==> config.mk <==
export PLATFORM = sky130hd
export DESIGN_NAME = s3g_rx
export DESIGN_NICKNAME = d
export VERILOG_FILES = /design/src/rtl/s3g_rx.sv
export SDC_FILE = /design/constraint.sdc
export NUM_CORES = 1
export LEC_CHECK = 0
export CAP_MARGIN = 0
export CORE_MARGIN = 2
export CORE_UTILIZATION = 45
export DETAILED_ROUTE_END_ITERATION = 6
export HOLD_SLACK_MARGIN = 0.15
export PLACE_DENSITY_LB_ADDON = 0.2
export SLEW_MARGIN = 40
export SYNTH_ARGS = -nofsm -noshare
export SYNTH_HDL_FRONTEND = slang
export SYNTH_SLANG_ARGS = --single-unit
==> constraint.sdc <==
create_clock -name clk -period 2.9 [get_ports clk]
set_input_delay 0.58 -clock clk [delete_from_list [all_inputs] [get_ports clk]]
set_output_delay 0.58 -clock clk [all_outputs]
set_load 0.05 [all_outputs]
==> src/rtl/s3g_rx.sv <==
// s3g_rx: parses the 0xD5/length/payload/CRC-8 byte stream into a held payload buffer.
module s3g_rx #(
  parameter int MAX_PAYLOAD    = 16,
  parameter int TIMEOUT_CYCLES = 1000000
) (
  input  logic                     clk,
  input  logic                     rst,
  input  logic [7:0]               rx_data,
  input  logic                     rx_done,
  input  logic                     packet_ack,
  output logic                     packet_valid,
  output logic [7:0]               payload_len,
  output logic [8*MAX_PAYLOAD-1:0] payload,
  output logic                     busy,
  output logic                     error_strobe,
  output logic [2:0]               error_code
);
  typedef enum logic [2:0] {S_IDLE, S_LEN, S_DATA, S_CRC, S_HOLD} state_t;
  localparam int TW = $clog2(TIMEOUT_CYCLES + 1);
  localparam logic [TW-1:0] TMAX = TW'(TIMEOUT_CYCLES - 1);
  localparam logic [7:0] MAXP = 8'(MAX_PAYLOAD);
  localparam logic [7:0] SOP = 8'hD5;
  // CRC-8, polynomial x^8+x^2+x+1, data MSB first
  function automatic logic [7:0] next_crc8(input logic [7:0] d, input logic [7:0] c);
    logic [7:0] r;
    r = c ^ d;
    for (int i = 0; i < 8; i++) r = r[7] ? ((r << 1) ^ 8'h07) : (r << 1);
    return r;
  endfunction
  state_t state_q, state_d;
  logic [7:0] crc_q, crc_d, cnt_q, cnt_d, len_q, len_d;
  logic [TW-1:0] tmo_q, tmo_d;
  logic [8*MAX_PAYLOAD-1:0] pay_q, pay_d;
  logic valid_q, valid_d, busy_q, busy_d, estb_q, estb_d;
  logic [2:0] ecode_q, ecode_d;
  logic tmo_hit;
  assign tmo_hit = !rx_done && tmo_q == TMAX;
  always_comb begin
    state_d = state_q;
    crc_d = crc_q;
    cnt_d = cnt_q;
    len_d = len_q;
    pay_d = pay_q;
    valid_d = valid_q;
    busy_d = busy_q;
    estb_d = 1'b0;
    ecode_d = ecode_q;
    case (state_q)
      S_IDLE: if (rx_done && rx_data == SOP) begin
        state_d = S_LEN;
        busy_d = 1'b1;
      end
      S_LEN: if (rx_done) begin
        len_d = rx_data;
        crc_d = 8'h00;
        cnt_d = 8'h00;
        state_d = rx_data > MAXP ? S_IDLE : rx_data == 8'h00 ? S_CRC : S_DATA;
        busy_d = rx_data <= MAXP;
        estb_d = rx_data > MAXP;
        ecode_d = rx_data > MAXP ? 3'd1 : ecode_q;
      end else if (tmo_hit) begin
        state_d = S_IDLE;
        busy_d = 1'b0;
        estb_d = 1'b1;
        ecode_d = 3'd3;
      end
      S_DATA: if (rx_done) begin
        pay_d[int'(cnt_q)*8 +: 8] = rx_data;
        crc_d = next_crc8(rx_data, crc_q);
        cnt_d = cnt_q + 8'd1;
        state_d = (cnt_q + 8'd1 == len_q) ? S_CRC : S_DATA;
      end else if (tmo_hit) begin
        state_d = S_IDLE;
        busy_d = 1'b0;
        estb_d = 1'b1;
        ecode_d = 3'd3;
      end
      S_CRC: if (rx_done) begin
        busy_d = 1'b0;
        valid_d = rx_data == crc_q;
        state_d = rx_data == crc_q ? S_HOLD : S_IDLE;
        estb_d = rx_data != crc_q;
        ecode_d = rx_data != crc_q ? 3'd2 : ecode_q;
      end else if (tmo_hit) begin
        state_d = S_IDLE;
        busy_d = 1'b0;
        estb_d = 1'b1;
        ecode_d = 3'd3;
      end
      S_HOLD: if (packet_ack) begin
        // ack frees the buffer and the same-cycle byte is judged as if idle
        valid_d = 1'b0;
        state_d = (rx_done && rx_data == SOP) ? S_LEN : S_IDLE;
        busy_d = rx_done && rx_data == SOP;
      end else if (rx_done) begin
        estb_d = 1'b1;
        ecode_d = 3'd4;
      end
      default: begin
        state_d = S_IDLE;
        valid_d = 1'b0;
        busy_d = 1'b0;
      end
    endcase
    tmo_d = (rx_done || state_d == S_IDLE) ? '0 :
            ((state_q == S_LEN || state_q == S_DATA || state_q == S_CRC) && tmo_q != TMAX) ? tmo_q + 1'b1 : tmo_q;
  end
  always_ff @(posedge clk) begin
    if (rst) begin
      state_q <= S_IDLE;
      crc_q <= '0;
      cnt_q <= '0;
      len_q <= '0;
      tmo_q <= '0;
      pay_q <= '0;
      valid_q <= 1'b0;
      busy_q <= 1'b0;
      estb_q <= 1'b0;
      ecode_q <= '0;
    end else begin
      state_q <= state_d;
      crc_q <= crc_d;
      cnt_q <= cnt_d;
      len_q <= len_d;
      tmo_q <= tmo_d;
      pay_q <= pay_d;
      valid_q <= valid_d;
      busy_q <= busy_d;
      estb_q <= estb_d;
      ecode_q <= ecode_d;
    end
  end
  assign packet_valid = valid_q;
  assign payload_len = len_q;
  assign payload = pay_q;
  assign busy = busy_q;
  assign error_strobe = estb_q;
  assign error_code = ecode_q;
endmodule

Yosys cells after proc, flatten, opt, wreduce, memory -nomap -nowiden --
Cells that the tools add are included.
Word-level totals: register bits 181, input port bits 12, output and inout port bits 142
Operators by class: $add $sub $neg 3, order comparisons 2, equal/unequal tests 20, shift-type cells 2, multiplexer cells 52, bitwise logic cells 10, reductions and logical operators 20
Operator list (count):
- 128-bit bitwise mux | 1
- 8-bit by 33-bit variable shift with 128-bit output, first input constant | 1
- 8-bit by 33-bit indexed part select with 128-bit output | 1
- 3-bit two-way mux | 23
- 11-bit negation with 33-bit output | 1
- 8-bit case mux with 2 select lines | 2
- 8-bit two-way mux | 3
- 3-bit NOT | 8
- 20-bit by 1-bit adder with 20-bit output, second input constant | 1
- 20-bit == test, second input constant | 1
- 20-bit inequality test, second input constant | 1
- 1-bit two-way mux | 17
- 8-bit == test | 2
- 2-bit inequality test, second input constant | 8
- 3-bit case mux with 5 select lines | 1
- 3-bit case mux with 4 select lines | 1
- 3-bit AND reduction | 3
- 8-bit by 1-bit adder with 8-bit output, second input constant | 1
- 8-bit == test, second input constant | 1
- 8-bit by 5-bit greater-than comparator with 1-bit output, second input constant | 1
- 8-bit by 5-bit <= comparator with 1-bit output, second input constant | 1
- 8-bit logical NOT | 1
- 8-bit inequality test | 1
- 8-bit XOR | 1
- 19 further kinds | 27

Longest topological paths before layout --
Gate-level depths: netlist of the first run.
word-level depth 19, gate-level depth with buffers 10

Worst setup path before layout of the first run --
No wires, ideal clock.
path kind register to register, start point register cnt_q[5], end point register pay_q[64] (netlist: payload[64]), setup time 0.120 ns, data arrival time 2.738 ns, setup slack 0.042 ns, stages on the path, launching flop included 11, period minus slack after synthesis 2.858 ns, cell sequence dfxtp_1 -> buf_2 -> or4_4 -> nor4_1 -> ha_1 -> nand2b_1 -> a211oi_1 -> nand3_4 -> or4_1 -> buf_4 -> mux2i_1
On the way: word-level cells in the longest chain between the ends 3
Ends and longest elaborated chain:
- start, declared | line 31 | logic [7:0] crc_q, crc_d, cnt_q, cnt_d, len_q, len_d;
- start signal, assigned | line 123 | cnt_q <= cnt_d;
- 11-bit negation with 33-bit output * | line 68 | pay_d[int'(cnt_q)*8 +: 8] = rx_data;
- 8-bit by 33-bit indexed part select with 128-bit output or 8-bit by 33-bit variable shift with 128-bit output (tied branches) | line 68
- 128-bit bitwise mux * | line 68
- end signal, assigned | line 126 | pay_q <= pay_d;
- end, declared | line 33 | logic [8*MAX_PAYLOAD-1:0] pay_q, pay_d;
Mark *: on every way between the ends. The rest lies on a longest branch, timed or not. A chain may end at the register's enable or synchronous reset.

Final worst setup path of the first run --
start point register cnt_q[2], end point register pay_q[70] (netlist: payload[70])
The elaborated chain is that of the path after synthesis.

==> results.txt, run 1 <==
The number of H-tree branching levels came out at 4. The area of the die came out at 0.0198 mm^2. The switching portion of total power came out at 23.8%. The clock tree from TritonCTS is yes.

The placeable core area came out at 0.0185 mm^2. The number of endpoints failing setup at the final stage came out at 0. For the worst-skew pair, the clock arrives at the later sink with an insertion delay of 0.44 ns. The source of the worst hold timing path is error_code[1]. The total negative setup slack came out at 0 ns. The floorplan has 50 rows. The worst hold path depth came out at 2.

After synthesis, the share of flip-flops with an asynchronous set or reset is 0%. The delay of the slowest cell on the worst path came out at 0.57 ns. The worst setup path is captured at a register.

The count of clock tree sinks is 181. The root buffer cell chosen for the clock tree is sky130_fd_sc_hd__clkbuf_16. The share of Yosys cell area claimed by the top area cell type is 43.1%. The pin count of the biggest net entering global routing came out at 102.

sky130_fd_sc_hd__dfxtp_1 takes more of the synthesized area than any other cell. The data arrival at the endpoint of the critical path is 3.04 ns. The slew at the pin closest to its max-slew limit is 0.805 ns. The number of DRC violations after detailed routing is 0. Synthesis produced 901 cells. The half-perimeter wire length after detailed placement came out at 15500 um. Final hold analysis gives a worst-case slack of 0.472 ns. After layout, the design draws a total of 5.00 mW.

The sequential area share after synthesis is 43.1%. Internal power comes to 3.81 mW. In the final layout, the share of cells above drive strength 1 is 11.5%.

Per report_power, the clock group accounts for 46.9% of the total. The origin of the critical flop-to-flop path is cnt_q[2]. The number of distinct library cells after synthesis is 75. Dividing the detail-routed wire length by the instance count gives 17.0 um. The combinational group share of total power is 3.5%. The number of global-route vias before repair came out at 6590. The net total in the final layout is 1093. The number of slew-limit violations in the final report is 0.

The post-place setup slack came out at 0.000323 ns. The ratio of total power to cell area came out at 451 mW/mm^2. The minimum period implied by the final worst setup slack is 2.73 ns. For this block, the initial DRC count from the detailed router was 448. The leakage power of the design is 3.80 nW. The final estimated routing congestion in global placement is 0.882. The first global-routing pass estimated 36100 um of wire.

Leaving out fill and tap cells, the most frequent cell in the layout is sky130_fd_sc_hd__dfxtp_1. The largest fanout on the critical path is 8. The net count of the mapped netlist is 920.

The remaining antenna violation count is 0. The share of total power in sequential cells is 49.6%. The worst-case vdd ir drop came out at 393 uV. The critical path's slowest cell is sky130_fd_sc_hd__or4_4.

The max-capacitance violation count came out at 0. The run finished with clean final reports. Walking the worst path, the cells encountered are or4_4 > nor4_4 > ha_1 > nand2b_1 > a211oi_2 > buf_4 > nand3_4 > or4_1 > buf_4 > mux2i_1. The number of enable flip-flop cells after synthesis came out at 0. The vertical extent of the die came out at 141 um. The top cell types in the final layout, fill and taps aside, are sky130_fd_sc_hd__dfxtp_1, sky130_fd_sc_hd__clkdlybuf4s50_1, sky130_fd_sc_hd__nand2b_1. The cell area after technology mapping is 0.00841 mm^2. In the global route stage, overall resource usage came out at 22.7%. The number of I/O pins came out at 154. The worst setup path is of the register to register kind. The cell count of the worst reg-to-reg path came out at 10. The clock arrives with 0.0112 ns of skew. The maximum clock rate came out at 367 MHz.

The number of antenna violations at the first check in global routing came out at 0. The final worst slack is 0.175 ns. The ratio of final minimum period to clock period came out at 94.0%. The worst register-to-register path ends at payload[70]. The number of hold violations in the final report came out at 0.

The x dimension of the die came out at 141 um. The maximum clock insertion buffer count came out at 2. The synthesis-stage register bit count is 181. The path with the worst hold slack has its endpoint at error_code[1]. The synthesis-to-finish area growth came out at 31.9%.

Wires add up to 22500 um. In the synthesized netlist the dominant register cell turns out to be sky130_fd_sc_hd__dfxtp_1. The count of synthesis-stage warnings from yosys is 0. Setup repair after global routing left no endpoint under its margin. The first-pass detailed-route iteration total came out at 5. The relative slew slack came out at 45.8%.

The clock-pin slew on the worst setup and hold paths came out at 0.07 ns. The overall via count from detail_route is 7054. Ranked by total cell area, the synthesized netlist is headed by sky130_fd_sc_hd__dfxtp_1, sky130_fd_sc_hd__mux2i_1, sky130_fd_sc_hd__nand2b_1, sky130_fd_sc_hd__xnor2_1, sky130_fd_sc_hd__nand3b_1. After detailed routing, the number of vias per cell comes to 5.34. The min-delay analysis places its worst path in the category register to register. STA classifies the critical path startpoint as a register.

The total CTS buffers came out at 17. The worst register-to-register path has a setup slack of 0.17 ns. The initial core utilization is 45.4%. The number of port buffers came out at 153. The net switching power figure came out at 1.19 mW. The aggregate global routing overflow came out at 0.

The required time of the critical path is 3.21 ns. The number of diodes added for antenna fixing came out at 0. The mean instance size in the synthesized netlist came out at 9.34 um^2.

In this design, the critical path's most frequently occurring cell is sky130_fd_sc_hd__buf_4.
==> flip-flops by register name, summed over array words and instances (netlist names) <==
signal / flops
payload_len: 8
error_strobe: 1
cnt_q: 8
payload: 128
error_code: 3
busy: 1
tmo_q: 20
crc_q: 8
state_q: 3
packet_valid: 1
==> power groups by stage <==
stage	clock network, mW	registers, mW	logic (mW)
global route	2.49	2.48	0.185
CTS	2.39	2.48	0.173
finish	2.35	2.48	0.174
floorplan	0	2.54	0.106
global placement	0	2.54	0.173
detailed placement	0	2.54	0.172
==> how the worst max path moves through the flow <==
stage	cells past startpoint	start	to	slack, ns
after floorplan	10	cnt_q[5]	payload[64]	0.04
after global placement	7	rx_data[7]	busy	0.07
after detailed placement	7	rx_data[7]	busy	0.0003
after CTS	10	cnt_q[2]	payload[71]	0.09
after global routing	10	cnt_q[2]	payload[70]	0.02
final	10	cnt_q[2]	payload[70]	0.17
==> logic make-up after synthesis <==
logic type | after synthesis | synth area share (%)
buf+inv | 70 | 3.32
mux | 95 | 11.3
compound gates | 135 | 10.5
xor+xnor | 44 | 4.58
flops | 181 | 43.1
simple gates | 369 | 26.2
fa+ha+maj | 7 | 1.04
==> critical path: cells and delay by family (launching register included) <==
kind,cells,cell delay [ns]
AOI/OAI and AO/OA,1,0.23
adders and majority gates,1,0.18
buffers and inverters,2,0.36
DFF,1,0.32
muxes,1,0.13
and+or+nand+nor,5,1.39
==> routing by layer <==
layer | wire length (um) | GRT usage, % | part of all wire [%] | vias to the layer above
met5 | 0 | 0 | 0 | -
met4 | 333 | 6.21 | 1.5 | 0
met3 | 1220 | 4.96 | 5.4 | 23
met2 | 10200 | 36.0 | 46 | 187
met1 | 10700 | 31.4 | 47 | 3333
li1 | - | - | - | 3511
==> Yosys cell counts (all sizes together), types with 8 or more instances <==
cell / number
a211oi: 8
a21oi: 33
and3: 8
buf: 13
clkbuf: 47
dfxtp: 181
inv: 10
mux2i: 93
nand2: 67
nand2b: 103
nand3: 27
nand3b: 36
nor2: 45
nor2b: 10
nor3: 17
nor4: 8
o21ai: 47
or3: 9
xnor2: 36
xor2: 8
==> repair_timing <==
item	4_1_cts	5_1_grt
hold buffers	0	0
resized for setup	1	3
buffers inserted	0	0
setup endpoints to repair	15	44
==> area by class of cell <==
class	count	area [um^2]
clock buffers	18	439
clock inverters	14	156
fillers	1640	7420
inverters	10	37.5
multi-input cells	650	4540
flip-flops and latches	181	3620
well taps	234	293
repair buffers	214	2000
==> metrics by stage <==
stage | cell area, um^2 | cells | util, %
floorplan | 8410 | 901 | -
global placement | 10500 | 1289 | 56.5
detailed placement | 10500 | 1289 | 56.5
CTS | 11100 | 1321 | 59.8
global route | 11100 | 1321 | 59.9
finish | 11100 | 1321 | 59.9
Power figures use the tool's default switching activity.
==> inputs of run 2 (changes only) <==
--- a/config.mk
+++ b/config.mk
@@ -10,6 +10,7 @@
 export CORE_UTILIZATION = 45
 export DETAILED_ROUTE_END_ITERATION = 6
 export HOLD_SLACK_MARGIN = 0.15
+export MAX_ROUTING_LAYER = met4
 export PLACE_DENSITY_LB_ADDON = 0.2
 export SLEW_MARGIN = 40
 export SYNTH_ARGS = -nofsm -noshare
==> results.txt, run 2 (same netlist as run 1, synthesis figures left out) <==
The max-capacitance violation count came out at 0 (unchanged). In the layout the commonest cells are sky130_fd_sc_hd__dfxtp_1, sky130_fd_sc_hd__clkdlybuf4s50_1, sky130_fd_sc_hd__nand2b_1. The vertical extent of the die is 141 um (unchanged).

The ratio of total power to cell area came to 451 mW/mm^2 (about the same). The number of H-tree branching levels is 4 (unchanged). The number of port buffers came out at 153 (unchanged). The overall power of the completed layout came out at 5.01 mW (about the same).

The slew at the pin closest to its max-slew limit came out at 0.807 ns (+0.00174 ns). The clock latency reported for the late side of the worst-skew pair came out at 0.44 ns (about the same). The wire length reported by the detailed router is 22400 um (-0.14%). The type of the setup path with the least slack is register to register. The combinational group share of total power came out at 3.5% (about the same). The min-delay analysis places its worst path in the category register to register. The per-cell via count in the routed design is 5.33 (-0.20%).

The number of DRC violations after detailed routing was 0 (unchanged). The data arrival at the endpoint of the critical path was 3.04 ns (about the same). The reg-to-reg setup timing slack is 0.17 ns (about the same). The required time of the critical path came out at 3.22 ns (about the same). The switching portion of total power is 23.9% (+0.051 points).

The largest fanout on the critical path came out at 8 (unchanged). The final estimated routing congestion in global placement is 0.896 (+1.7%). The critical path goes through or4_4 > nor4_4 > ha_1 > nand2b_1 > a211oi_2 > buf_4 > nand3_4 > or4_1 > buf_4 > mux2i_1.

The leakage power of the design came to 3.80 nW (unchanged). The minimum period implied by the final worst setup slack is 2.73 ns (+0.000295 ns). The post-place setup slack came out at 0.000323 ns (unchanged). The detail-routed net length per standard cell is 17.0 um (-0.14%). The number of endpoints failing setup at the final stage came to 0 (unchanged). The net switching power figure is 1.20 mW (+0.28%). The count of clock tree sinks came out at 181 (unchanged). The overall via count from detail_route is 7040 (-0.20%).

The pin count of the biggest net entering global routing is 102 (unchanged). The clock-pin slew on the worst setup and hold paths came to 0.07 ns (about the same). TritonCTS built the clock tree. The ratio of final minimum period to clock period was 94.0% (about the same). The synthesis-to-finish area growth came out at 31.9% (unchanged).

The share of layout cells above drive strength 1 came to 11.5% (unchanged). The worst-case vdd ir drop is 395 uV (+0.42%). The initial core utilization was 45.4% (unchanged). The relative slew slack was 45.7% (-0.12 points). The share of total power in sequential cells is 49.6% (about the same). The number of I/O pins came out at 154 (unchanged). The number of diodes added for antenna fixing is 0 (unchanged). The worst clock skew came out at 0.00955 ns (-0.00163 ns). The root buffer cell chosen for the clock tree is sky130_fd_sc_hd__clkbuf_16. The kind of cell with the highest combined delay along the critical path is simple AND/OR/NAND/NOR gates. The clock network fraction of total power was 46.9% (about the same). The number of slew-limit violations in the final report came out at 0 (unchanged). The count of buffer and inverter cells on the critical path came out at 2 (unchanged).

The area of the die is 0.0198 mm^2 (unchanged). The combined global-route utilization of all metal layers was 23.4% (+0.67 points). The first-pass detailed-route iteration total came to 5 (unchanged). The count of hold-fix buffers inserted at cts was 0 (unchanged). The number of cell rows came out at 50 (unchanged). The global-route wire length before repair came to 36000 um (about the same). The total internal power came out at 3.81 mW (about the same).

The number of DRC markers after the initial detailed-route iteration came out at 490 (+9.4%). The number of global-route vias before repair came to 6606 (+0.24%). The final worst slack is 0.174 ns (-0.000295 ns).

The worst setup path is captured at a register. The startpoint type of the worst setup path is a register. The total negative setup slack was 0 ns (unchanged). The maximum clock rate is 367 MHz (about the same). The flow ran to the end, and the final reports show no timing, DRC or antenna violations.

The number of hold violations in the final report came out at 0 (unchanged). The fill cell total of the finished layout is 1640 (unchanged). The total CTS buffers came out at 17 (unchanged).

The number of antenna violations at the first check in global routing is 0 (unchanged). The final cell utilization of the core came out at 59.9% (unchanged). The number of flip-flops in the largest register is 128 (unchanged). The net total in the final layout came out at 1093 (unchanged). The maximum clock insertion buffer count came to 2 (unchanged).

Setup repair after global routing left no endpoint under its margin. The half-perimeter wire length after detailed placement came out at 15500 um (unchanged). The remaining antenna violation count is 0 (unchanged).

The placeable core area came out at 0.0185 mm^2 (unchanged). The cell repeated most along the worst path is sky130_fd_sc_hd__buf_4. The critical path's slowest cell is sky130_fd_sc_hd__or4_4. The aggregate global routing overflow was 0 (unchanged). The delay of the slowest cell on the worst path is 0.57 ns (about the same). The most common library cell in the layout ignoring fill and taps is sky130_fd_sc_hd__dfxtp_1. The x dimension of the die is 141 um (unchanged).
[run 2: cell counts in the layout (fill, tap and decap cells not counted)]
No cell type changed its count.
[run 2: layout make-up]
class,instances,area [um^2],area share (%)
clock inverter,14,156,1.41
multi-input combinational,650,4540,40.9
clock buffer,18,439,3.96
tap,234,293,2.64
sequential,181,3620,32.7
timing repair buffer,214,2000,18.1
inverter,10,37.5,0.338
[run 2: final timing paths]
check | startpoint | end | depth (start not counted)
max reg2reg | cnt_q[2] | payload[70] | 10
max | cnt_q[2] | payload[70] | 10
min | error_code[1] | error_code[1] | 2
min reg2reg | error_code[1] | error_code[1] | 2
[run 2: power groups by stage]
stage / sequential (mW) / combinational [mW] / clock (mW)
floorplan: 2.54 / 0.106 / 0
global placement: 2.54 / 0.173 / 0
detailed placement: 2.54 / 0.172 / 0
CTS: 2.48 / 0.173 / 2.39
global route: 2.48 / 0.185 / 2.49
finish: 2.48 / 0.174 / 2.35
[run 2: repair_timing]
| item | 4_1_cts | 5_1_grt |
|---|---|---|
| buffers inserted | 0 | 0 |
| setup endpoints to repair | 15 | 44 |
| resized for setup | 1 | 3 |
| cloned | 0 | 0 |
[run 2: tightest hold or removal path, stage by stage (launching register included)]
cell and delay (ns):
sky130_fd_sc_hd__dfxtp_1 0.31, sky130_fd_sc_hd__inv_1 0.05, sky130_fd_sc_hd__a221oi_1 0.06
[run 2: layer usage]
metal | track usage, % | up-vias | part of all wire, %
li1 | - | 3511 | -
met1 | 31.9 | 3336 | 49
met2 | 35.8 | 168 | 45
met3 | 4.45 | 25 | 4.4
met4 | 6.21 | 0 | 1.3
met5 | - | - | 0
[run 2: metrics by stage]
stage | std cells | instance area, um^2 | hold WS (ns)
after floorplan | 901 | 8410 | 0.447
after global placement | 1289 | 10500 | 0.456
after detailed placement | 1289 | 10500 | 0.461
after CTS | 1321 | 11100 | 0.474
after global routing | 1321 | 11100 | 0.491
final | 1321 | 11100 | 0.472
==> patch: new RTL, settings of run 1 <==
`TIMEOUT_CYCLES`: 1000000 -> 500000.
--- a/src/rtl/s3g_rx.sv
+++ b/src/rtl/s3g_rx.sv
@@ -3,3 +3,3 @@
   parameter int MAX_PAYLOAD    = 16,
-  parameter int TIMEOUT_CYCLES = 1000000
+  parameter int TIMEOUT_CYCLES = 500000
 ) (
Formal check against the unedited RTL: same outputs for any inputs over 4 cycles, from zero or initial values and one cycle with rst high; that may be too few to reach the edited logic, so the function may still have changed.
==> patch against run 1 <==
First-iteration DRC count fell by 17%. Final area increased by 1.3%. Wire length down 3.6%. Cell count rose by 1.9%. Power down 2.8%. Worst setup slack better by 0.067 ns. Global-route usage shrank 1.2 points. Synthesized cell count is the same. Via count decreased by 3.3%. Area after synthesis up 3.2%. Sequential cell count shrank 1. Non-clock buffer count is 3 lower. Largest power group unchanged.
==> patch: results (changes against run 1) <==
[synth]
synthAdderAreaFrac = 0.0101  ; -0.000318
seq_area_frac_synth = 0.415  ; -0.0155
synthMuxAreaShare = 0.145  ; +0.0314
synthDistinctLibCells = 79  ; +5.3%
synth_commonest_cells = dfxtp_1 (180), mux2i_1 (121), nand2b_1 (90), nor2_1 (78), nand2_1 (73)

[global_routing]
grt_pass1_wl_um = 34700  ; -3.8%
grt_max_degree = 57  ; -44%
grt.met1_usage = 0.296  ; -0.0180
grtUsageTotal = 0.215  ; -0.0117
grt_util_met2 = 0.346  ; -0.0141
first_global_vias = 6528  ; -0.94%

[power]
peakVddDrop_uv = 398  ; +1.2%
power.leakage_nw = 4.86  ; +28%
p_switching_mw = 1.17  ; -1.4%

[route]
met1Wirelength_um = 10500  ; -1.8%
post_drt_wl_per_cell_um = 16.1  ; -5.4%
vias = 6824  ; -3.3%
dr_wl_met2_um = 9980  ; -2.7%
drtIter0Drc = 371  ; -17%

[worst_setup_path]
r2r-start = cnt_q[1]
regToRegSetupSlack_ns = 0.24  ; +0.07 ns
endpoint = payload[43]

[timing]
clock_skew_ns = 0.00886  ; -0.00232 ns
worst_slew_pin_slew_ns = 0.695  ; -0.110 ns

[finish]
layout-drive-gt1-share = 0.131  ; +0.0158
nNonClkBuffers = 211  ; -1.4%
sh_seq_area = 0.321  ; -0.00603
nonClockInverterCount = 9  ; -1
bufAreaShareNonClock = 0.176  ; -0.00469

[floorplan]
core_mm2 = 0.0188  ; +1.7%

[status]
status = finished, final reports clean

[patch: worst min path at each step]
stage / end / cells after the start / from
after global placement: payload[6] / 2 / payload[6]
after CTS: payload[5] / 2 / payload[5]
final: payload[6] / 2 / payload[6]
after floorplan: tmo_q[18] / 2 / tmo_q[18]
after global routing: payload[6] / 2 / payload[6]
after detailed placement: payload[5] / 2 / payload[5]
[patch: worst max-delay path: stages (launching register included)]
cell and delay (ns):
dfxtp_1 0.45, nor2_1 0.10, nand2_1 0.09, nor3_1 0.05, ha_1 0.29, nor2b_1 0.14, nor2b_1 0.19, a41o_1 0.39
and3_4 0.39, nand2_8 0.12, mux2_1 0.32
[patch: metrics by stage]
stage | utilization | instances | hold WS [ns] | setup WS [ns] | total power, mW
global placement | 0.566 | 1314 | 0.444 | 0.145 | 2.70
CTS | 0.597 | 1346 | 0.463 | 0.156 | 4.92
global route | 0.597 | 1346 | 0.492 | -0.00317 | 5.06
finish | 0.597 | 1346 | 0.464 | 0.241 | 4.86
detailed placement | 0.566 | 1314 | 0.453 | 0.0308 | 2.70
floorplan | - | 901 | 0.471 | 0.120 | 2.63
[patch: timing repair]
item                                   in CTS  in global routing
buffers inserted                            0                  0
setup endpoints to repair                   0                  2
gates resized for setup                     0                  2
endpoints found under the hold margin       0                  0
[patch: power groups by stage]
stage                     clock network (mW)  registers (mW)  logic (mW)
after CTS                               2.28            2.47       0.177
after global placement                     0            2.53       0.175
after detailed placement                   0            2.53       0.175
final                                   2.22            2.47       0.176
after global routing                    2.40            2.47       0.190
after floorplan                            0            2.53       0.106
